--- src/rtl/mac_job_sequencer_if.sv ---
// Host-side channels of the MAC job sequencer: command in, operand beats in, result out.
// The master drives commands/operands and consumes results; the slave is the sequencer.
interface mac_job_sequencer_if #(
    parameter int MAC_CONF_WIDTH = 4,
    parameter int MAC_MIN_WIDTH  = 8,
    parameter int MAC_ACC_WIDTH  = 32,
    parameter int LEN_WIDTH      = 16
);
    logic                         cmd_valid;
    logic                         cmd_ready;
    logic [MAC_CONF_WIDTH-1:0]    cmd_cfg;
    logic [4*MAC_ACC_WIDTH-1:0]   cmd_init;
    logic [LEN_WIDTH-1:0]         cmd_len;

    logic                         op_valid;
    logic                         op_ready;
    logic [4*MAC_MIN_WIDTH-1:0]   op_a;
    logic [4*MAC_MIN_WIDTH-1:0]   op_b;

    logic                         res_valid;
    logic                         res_ready;
    logic [4*MAC_ACC_WIDTH-1:0]   res_data;

    logic                         busy;

    modport master (
        output cmd_valid, cmd_cfg, cmd_init, cmd_len,
        output op_valid, op_a, op_b,
        output res_ready,
        input  cmd_ready, op_ready, res_valid, res_data, busy
    );

    modport slave (
        input  cmd_valid, cmd_cfg, cmd_init, cmd_len,
        input  op_valid, op_a, op_b,
        input  res_ready,
        output cmd_ready, op_ready, res_valid, res_data, busy
    );
endinterface

--- src/rtl/mac_job_sequencer.sv ---
// Runs one complete MAC job at a time on an attached mac_cluster: configure, stream
// operand beats, drain the cluster pipeline, capture and return the accumulator.
module mac_job_sequencer #(
    parameter int MAC_CONF_WIDTH = 4,
    parameter int MAC_MIN_WIDTH  = 8,
    parameter int MAC_ACC_WIDTH  = 32,
    parameter int MAC_LATENCY    = 2,
    parameter int LEN_WIDTH      = 16
) (
    input  logic                                  clk,
    input  logic                                  reset,
    mac_job_sequencer_if.slave                    bus,
    output logic                                  mac_cset,
    output logic                                  mac_en,
    output logic [4*MAC_ACC_WIDTH+MAC_CONF_WIDTH-1:0] mac_cfg,
    output logic [4*MAC_MIN_WIDTH-1:0]            mac_a,
    output logic [4*MAC_MIN_WIDTH-1:0]            mac_b,
    input  logic [4*MAC_ACC_WIDTH-1:0]            mac_out
);
    localparam int OP_W    = 4 * MAC_MIN_WIDTH;
    localparam int RES_W   = 4 * MAC_ACC_WIDTH;
    localparam int CFG_W   = RES_W + MAC_CONF_WIDTH;
    localparam int DRAIN_W = (MAC_LATENCY > 1) ? $clog2(MAC_LATENCY) : 1;

    typedef enum logic [2:0] {
        S_IDLE,
        S_CONFIG,
        S_STREAM,
        S_DRAIN,
        S_CAPTURE,
        S_RESULT
    } state_t;

    state_t               state_reg, state_next;
    logic                 mac_cset_reg, mac_cset_next;
    logic                 mac_en_reg, mac_en_next;
    logic [CFG_W-1:0]     mac_cfg_reg, mac_cfg_next;
    logic [OP_W-1:0]      mac_a_reg, mac_a_next;
    logic [OP_W-1:0]      mac_b_reg, mac_b_next;
    logic                 res_valid_reg, res_valid_next;
    logic [RES_W-1:0]     res_data_reg, res_data_next;
    logic                 busy_reg, busy_next;
    logic [LEN_WIDTH-1:0] remaining_reg, remaining_next;
    logic [DRAIN_W-1:0]   drain_reg, drain_next;

    logic beat_accept;

    assign bus.cmd_ready = (state_reg == S_IDLE);
    assign bus.op_ready  = (state_reg == S_STREAM) && (remaining_reg != '0);
    assign beat_accept   = bus.op_valid && bus.op_ready;

    assign mac_cset      = mac_cset_reg;
    assign mac_en        = mac_en_reg;
    assign mac_cfg       = mac_cfg_reg;
    assign mac_a         = mac_a_reg;
    assign mac_b         = mac_b_reg;
    assign bus.res_valid = res_valid_reg;
    assign bus.res_data  = res_data_reg;
    assign bus.busy      = busy_reg;

    always_ff @(posedge clk) begin
        if (reset) begin
            state_reg     <= S_IDLE;
            mac_cset_reg  <= 1'b0;
            mac_en_reg    <= 1'b0;
            mac_cfg_reg   <= '0;
            mac_a_reg     <= '0;
            mac_b_reg     <= '0;
            res_valid_reg <= 1'b0;
            res_data_reg  <= '0;
            busy_reg      <= 1'b0;
            remaining_reg <= '0;
            drain_reg     <= '0;
        end else begin
            state_reg     <= state_next;
            mac_cset_reg  <= mac_cset_next;
            mac_en_reg    <= mac_en_next;
            mac_cfg_reg   <= mac_cfg_next;
            mac_a_reg     <= mac_a_next;
            mac_b_reg     <= mac_b_next;
            res_valid_reg <= res_valid_next;
            res_data_reg  <= res_data_next;
            busy_reg      <= busy_next;
            remaining_reg <= remaining_next;
            drain_reg     <= drain_next;
        end
    end

    always_comb begin
        state_next     = state_reg;
        mac_cset_next  = 1'b0;
        mac_en_next    = 1'b0;
        mac_cfg_next   = mac_cfg_reg;
        mac_a_next     = mac_a_reg;
        mac_b_next     = mac_b_reg;
        res_valid_next = res_valid_reg;
        res_data_next  = res_data_reg;
        remaining_next = remaining_reg;
        drain_next     = drain_reg;

        case (state_reg)
            S_IDLE: begin
                if (bus.cmd_valid) begin
                    mac_cfg_next   = {bus.cmd_init, bus.cmd_cfg};
                    remaining_next = bus.cmd_len;
                    mac_cset_next  = 1'b1;
                    state_next     = S_CONFIG;
                end
            end
            S_CONFIG: begin
                state_next = (remaining_reg == '0) ? S_CAPTURE : S_STREAM;
            end
            S_STREAM: begin
                // A bubble leaves mac_en low so the cluster freezes with operands held.
                if (beat_accept) begin
                    mac_a_next     = bus.op_a;
                    mac_b_next     = bus.op_b;
                    mac_en_next    = 1'b1;
                    remaining_next = remaining_reg - LEN_WIDTH'(1);
                    if (remaining_reg == LEN_WIDTH'(1)) begin
                        state_next = S_DRAIN;
                        drain_next = DRAIN_W'(MAC_LATENCY - 1);
                    end
                end
            end
            S_DRAIN: begin
                // Zero operands push the last real product through the pipeline.
                if (drain_reg != '0) begin
                    mac_en_next = 1'b1;
                    mac_a_next  = '0;
                    mac_b_next  = '0;
                    drain_next  = drain_reg - DRAIN_W'(1);
                end else begin
                    state_next = S_CAPTURE;
                end
            end
            S_CAPTURE: begin
                res_data_next  = mac_out;
                res_valid_next = 1'b1;
                state_next     = S_RESULT;
            end
            S_RESULT: begin
                if (bus.res_ready) begin
                    res_valid_next = 1'b0;
                    state_next     = S_IDLE;
                end
            end
            default: begin
                state_next = S_IDLE;
            end
        endcase

        busy_next = (state_next != S_IDLE);
    end
endmodule

--- src/flat_wrapper.sv ---
// flat-port wrapper written by rule: the top's interface ports become plain ports
module mac_job_sequencer_flat 
#(
    parameter int MAC_CONF_WIDTH = 4,
    parameter int MAC_MIN_WIDTH  = 8,
    parameter int MAC_ACC_WIDTH  = 32,
    parameter int MAC_LATENCY    = 2,
    parameter int LEN_WIDTH      = 16
)
  (clk, reset, mac_cset, mac_en, mac_cfg, mac_a, mac_b, mac_out, bus_cmd_valid, bus_cmd_cfg, bus_cmd_init, bus_cmd_len, bus_op_valid, bus_op_a, bus_op_b, bus_res_ready, bus_cmd_ready, bus_op_ready, bus_res_valid, bus_res_data, bus_busy);
  mac_job_sequencer_if #(.MAC_CONF_WIDTH(MAC_CONF_WIDTH), .MAC_MIN_WIDTH(MAC_MIN_WIDTH), .MAC_ACC_WIDTH(MAC_ACC_WIDTH), .LEN_WIDTH(LEN_WIDTH)) bus_i ();
  input  logic clk;
  input  logic reset;
  output logic mac_cset;
  output logic mac_en;
  output logic [4*MAC_ACC_WIDTH+MAC_CONF_WIDTH-1:0] mac_cfg;
  output logic [4*MAC_MIN_WIDTH-1:0] mac_a;
  output logic [4*MAC_MIN_WIDTH-1:0] mac_b;
  input  logic [4*MAC_ACC_WIDTH-1:0] mac_out;
  input wire logic [$bits(bus_i.cmd_valid)-1:0] bus_cmd_valid;
  input wire logic [$bits(bus_i.cmd_cfg)-1:0] bus_cmd_cfg;
  input wire logic [$bits(bus_i.cmd_init)-1:0] bus_cmd_init;
  input wire logic [$bits(bus_i.cmd_len)-1:0] bus_cmd_len;
  input wire logic [$bits(bus_i.op_valid)-1:0] bus_op_valid;
  input wire logic [$bits(bus_i.op_a)-1:0] bus_op_a;
  input wire logic [$bits(bus_i.op_b)-1:0] bus_op_b;
  input wire logic [$bits(bus_i.res_ready)-1:0] bus_res_ready;
  output wire logic [$bits(bus_i.cmd_ready)-1:0] bus_cmd_ready;
  output wire logic [$bits(bus_i.op_ready)-1:0] bus_op_ready;
  output wire logic [$bits(bus_i.res_valid)-1:0] bus_res_valid;
  output wire logic [$bits(bus_i.res_data)-1:0] bus_res_data;
  output wire logic [$bits(bus_i.busy)-1:0] bus_busy;
  assign bus_i.cmd_valid = bus_cmd_valid;
  assign bus_i.cmd_cfg = bus_cmd_cfg;
  assign bus_i.cmd_init = bus_cmd_init;
  assign bus_i.cmd_len = bus_cmd_len;
  assign bus_i.op_valid = bus_op_valid;
  assign bus_i.op_a = bus_op_a;
  assign bus_i.op_b = bus_op_b;
  assign bus_i.res_ready = bus_res_ready;
  assign bus_cmd_ready = bus_i.cmd_ready;
  assign bus_op_ready = bus_i.op_ready;
  assign bus_res_valid = bus_i.res_valid;
  assign bus_res_data = bus_i.res_data;
  assign bus_busy = bus_i.busy;
  mac_job_sequencer #(.MAC_CONF_WIDTH(MAC_CONF_WIDTH), .MAC_MIN_WIDTH(MAC_MIN_WIDTH), .MAC_ACC_WIDTH(MAC_ACC_WIDTH), .MAC_LATENCY(MAC_LATENCY), .LEN_WIDTH(LEN_WIDTH)) u_core (.clk(clk), .reset(reset), .bus(bus_i), .mac_cset(mac_cset), .mac_en(mac_en), .mac_cfg(mac_cfg), .mac_a(mac_a), .mac_b(mac_b), .mac_out(mac_out));
endmodule
--- config.mk ---
export PLATFORM = sky130hd
export DESIGN_NAME = mac_job_sequencer_flat
export DESIGN_NICKNAME = d
export VERILOG_FILES = /design/src/rtl/mac_job_sequencer_if.sv /design/src/rtl/mac_job_sequencer.sv /design/src/flat_wrapper.sv
export SDC_FILE = /design/constraint.sdc
export NUM_CORES = 1
export LEC_CHECK = 0
export CORE_AREA = 2 2 263 265
export CTS_CLUSTER_SIZE = 8
export DETAILED_ROUTE_END_ITERATION = 10
export DIE_AREA = 0 0 265 267
export GPL_ROUTABILITY_DRIVEN = 0
export SYNTH_ARGS = -nofsm -noshare
export SYNTH_HDL_FRONTEND = slang
export SYNTH_SLANG_ARGS = --single-unit
--- constraint.sdc ---
create_clock -name clk -period 2.8 [get_ports clk]
set_input_delay 0.42 -clock clk [delete_from_list [all_inputs] [get_ports clk]]
set_output_delay 0.42 -clock clk [all_outputs]
set_load 0.02 [all_outputs]
# --- After elaboration in Yosys (flattened, before gate mapping) ---
# Cells that the tools add are included.
op_classes:
  add_sub_neg: 2
  eq_ne: 11
  n_mux: 25
  div_mod_pow: 0
  n_bitwise: 1
  n_mul: 0
  shifts: 0
  n_reduce_logical: 15
  n_lt_le_gt_ge: 0
ops:
  columns: ["cell", "n"]
  rows:
  - ["$pmux 32 s2", 2]
  - ["$mux 32", 3]
  - ["$mux 16", 2]
  - ["$pmux 16 s2", 1]
  - ["$mux 3", 6]
  - ["$pmux 3 s6", 1]
  - ["$eq 16x1->1 const B", 1]
  - ["$logic_not 16->1", 1]
  - ["$reduce_bool 16->1", 1]
  - ["$sub 16x1->16 const B", 1]
  - ["$reduce_and 3->1", 3]
  - ["$mux 1", 7]
  - ["$eq 3x2->1 const B", 2]
  - ["$eq 3x3->1 const B", 2]
  - ["$ne 2x2->1 const B", 3]
  - ["$pmux 1 s2", 3]
  - ["$reduce_bool 2->1", 3]
  - ["$ne 2x1->1 const B", 2]
  - ["$reduce_and 2->1", 2]
  - ["$eq 3x1->1 const B", 1]
  - ["$logic_not 3->1", 1]
  - ["$reduce_bool 3->1", 1]
  - ["$logic_and 1x1->1", 2]
  - ["$reduce_or 2->1", 1]
  - ["other kinds (2)", 2]
totals:
  ff_bits: 348
  latch_bits: 0
  input_bits: 345
  mem_count: 0
  wordCells: 65
  ram_bits: 0
  rom_bits: 0

# --- Longest topological paths before layout ---
logic_depth:
  word_depth: 6
  depth_mapped: 9

# --- Worst setup path after synthesis ---
# Ideal clock, no wire load.
synth_path:
  kind: "register to register"
  start: "reg u_core.state_reg[1]"
  end: "reg u_core.mac_cfg_reg[41] (netlist: u_core.mac_cfg[41])"
  path_stages_with_launch: 9
  n_path_buf: 4
  path_slack_ns: 0.552
  arrival_time_ns: 2.178
  synth_period_minus_slack_ns: 2.248
  path_cell_list: "dfxtp_1 > clkbuf_1 > nor3_1 > and2_1 > buf_2 > clkbuf_1 > clkbuf_1 > nand2_1 > a21oi_1"
synth_via:
  elab_chain_cells: 2
synth_rtl:
  columns: ["item", "line_no", "rtl"]
  rows:
  - ["from (decl)", "mac_job_sequencer.sv:34", "state_t state_reg, state_next;"]
  - ["from (signal assigned)", "mac_job_sequencer.sv:75", "state_reg <= state_next;"]
  - ["$logic_not 3->1", null, null]
  - ["via bus_cmd_ready", "flat_wrapper.sv:28", "output wire logic [$bits(bus_i.cmd_ready)-1:0] bus_cmd_ready;"]
  - ["$reduce_and 2->1 (no line)", null, null]
  - ["to (signal assigned)", "mac_job_sequencer.sv:78", "mac_cfg_reg <= mac_cfg_next;"]
  - ["to (decl)", "mac_job_sequencer.sv:37", "logic [CFG_W-1:0] mac_cfg_reg, mac_cfg_next;"]
# The timed path passes the listed nets, and every way through them passes these cells.
# A chain may end at the register's enable or synchronous reset.

# --- Worst setup path after layout ---
layout_path:
  start: "reg u_core.state_reg[1]"
  end: "out bus_cmd_ready"
layout_via:
  elab_chain_cells: 1
layout_rtl:
  columns: ["item", "line_no", "rtl"]
  rows:
  - ["$logic_not 3->1", "mac_job_sequencer.sv:48", "assign bus.cmd_ready = (state_reg == S_IDLE);"]
  - ["to (decl)", "flat_wrapper.sv:28", null]
# Every way passes these cells.

==> metrics <==
VDD IR max 0.0004330 V; final-report max-slew violation count 0; DIE WIDTH 265 um; buffers and inverters on the worst path 1; Via density 4.103; Worst path slowest cell clkdlybuf4s50_1; Die Span Y 267 um; ys flop type dfxtp_1; share of layout cells above drive strength 1 4.967%; Finish-stage setup viols 0; num ports 675; Total GRT Usage 12.86%; first-pass GRT wire length 71.10 mm; yosys warns 0; EDFF count, synth 0; Leak Pwr 7.497 nW; Max FO, Critical Path 11; nets 2458; switching component of the power 0.004012 W; Final Hold Viols 0; gr ovfl total 0; cts-stage hold buffer count 0; vias in the first global route 11.80k; Reg clk slew, reported paths 0.05 ns; Setup Skew 0.01222 ns; final core occ 31.35%; Die Area 0.07076 mm2; FMAX 394.0 MHz; CTS H-tree depth 2; Tcrit/Tclk final 90.64%; sequential cell area fraction in the yosys report 57.12%; Port Buffers 674; # DRC 0; P&R area growth vs syn 74.73%; Max-slew headroom 45.84%; n_diodes 0; Core ar. 0.06799 mm2; number of synthesized register bits 348; largest net degree at the start of global routing 134; Clk pwr share 38.4%; status complete, no violations; initial DRC count 617; fin worst setup slack 0.2621 ns; Combinational Power Share 21.8%; Synthesized Nets 1811; post-place setup slack 0.4020 ns; Seq pwr share 39.8%; HP Class primary input to register; Internal 0.009963 W; Synth cell types 47; max incr delay on CP 0.74 ns; Worst EP required 2.38 ns; RSZ-0062 raised after global routing no; CP top delay family buffers and inverters; Sink Count 348; setup tns final 0 ns; post-synthesis cell count 1463; initial antenna violation count 3; worst path cell trace nor3_2, clkdlybuf4s50_1; Antenna Violating Nets Remaining 0; Worst-Margin Slew 0.8104 ns; Final Non-Filler Cells 2996; # placed instances 2941; clk buf depth 3; type of the worst setup path register to output pin; Power Dens Cells 655.7 mW/mm2; clk_lat worst skew 0.56 ns; HPWL Detailed 34.14 mm; Sw Share 28.71%; max reg flops 132; post-detailed-routing wire length 48.38 mm; Synth Cell Area 0.01220 mm2; Via Count 12.29k; Worst Path Arrival 2.12 ns; TritonCTS clock tree yes; Initial Util 17.94%; CP Launch Type register; Final min period 2.538 ns; asr flop ratio synth 0%; first drt pass iteration count 5; maxcap violations 0; Setup Fix Bufs, Post-CTS 0; wire per inst 16.15 um; total CTS buffers 49; Mapped Avg Cell Area 8.337 um2; root buffer cell clkbuf_16; CP Capture Type output pin; site row count 96
## cell usage after synthesis, drive strengths merged, types with 2 or more instances
cell    number  area share, %
or4          3           0.22
nor3b        2           0.12
nand3        3           0.12
a31o         3           0.22
o31a         3           0.22
nor4b        3           0.22
a21oi      280             11
ha           3           0.31
nor4         3           0.28
a221oi       2           0.19
o21ai       20           0.82
dfxtp      348             57
o22ai        2           0.10
a31oi        2           0.10
a22o        65            4.7
nand2      548             17
a211oi       3           0.29
or3          4           0.25
nor3        11           0.45
o31ai        3           0.18
o41ai        3           0.22
nor2        16           0.51
clkbuf      98            3.0
o21a         3           0.18
inv          7           0.22
buf         14           0.88
## per-stage QoR
stage | area [um2] | total power (W) | hold WS, ns
global route | 21310 | 0.01466 | 0.3146
floorplan | 12200 | 0.007077 | 0.4631
finish | 21310 | 0.01397 | 0.3104
global placement | 20000 | 0.008716 | 0.4404
CTS | 21310 | 0.01423 | 0.2896
detailed placement | 20000 | 0.008725 | 0.4453
## cell type report
class	count	area, um2
timing repair buffer	708	7139
clock inverter	1	8.758
sequential	348	6967
tap	882	1104
multi-input combinational	996	4770
inverter	7	26.28
clock buffer	54	1297
fill	7184	46670
## cell families after synthesis
group,count (synthesis),synth area share [%]
buffers and inverters,119,4.114
adder cells (fa/ha/maj),3,0.3078
AND/OR/NAND/NOR,598,19.34
flip-flops,348,57.12
XOR/XNOR,1,0.07182
AO/OA/AOI/OAI,394,19.05
## worst paths after layout
path              cells after the start                                 start  slack [ns]                                to
setup / recovery                      2        u_core.state_reg[1]$_SDFF_PP0_        0.26                     bus_cmd_ready
hold / removal                        2                                 reset        0.31  u_core.mac_cfg[128]$_SDFFE_PP0P_
setup reg to reg                      6  u_core.remaining_reg[8]$_SDFFE_PP0P_        0.58     u_core.mac_a[27]$_SDFFE_PP0P_
hold reg to reg                       2       u_core.mac_cfg[41]$_SDFFE_PP0P_        0.45   u_core.mac_cfg[41]$_SDFFE_PP0P_
## repair_timing
item | in CTS | in global routing
resized for setup | 2 | 3
cloned | 0 | 0
hold endpoints to repair | 0 | 0
endpoints found under the setup margin | 2 | 1
## routing by layer
| layer | GRT usage, % | up-vias | share of wire, % |
|---|---|---|---|
| met2 | 21.61 | 519 | 47 |
| met3 | 4.705 | 87 | 9.3 |
| li1 | - | 6145 | - |
| met1 | 14.81 | 5537 | 40 |
| met5 | 0 | - | 0.054 |
| met4 | 5.054 | 4 | 3.5 |
## worst register-to-register path, cell delays in order (launching register included)
cell,delay (ns)
dfxtp_1,0.37
nor4_1,0.45
and4_2,0.40
nor2_2,0.09
a211oi_4,0.25
buf_12,0.28
a22o_1,0.33
## power groups by stage
stage	sequential (W)	combinational (W)	clock, W
after global placement	0.00564	0.00307	0
after global routing	0.00560	0.00329	0.00577
final	0.00556	0.00305	0.00537
after CTS	0.00556	0.00308	0.00559
after detailed placement	0.00566	0.00307	0
after floorplan	0.00601	0.00106	0
## cells in the final DEF, fill, tap and decap left out, types with 7 or more instances in the layout
| master | count |
|---|---|
| a21oi_1 | 280 |
| a22o_1 | 65 |
| buf_12 | 11 |
| buf_4 | 23 |
| clkbuf_16 | 51 |
| clkdlybuf4s50_1 | 672 |
| dfxtp_1 | 348 |
| inv_1 | 7 |
| nand2_1 | 547 |
| nor2_1 | 14 |
| nor3_1 | 9 |
| o21ai_0 | 19 |
(Power assumes the default switching activity.)
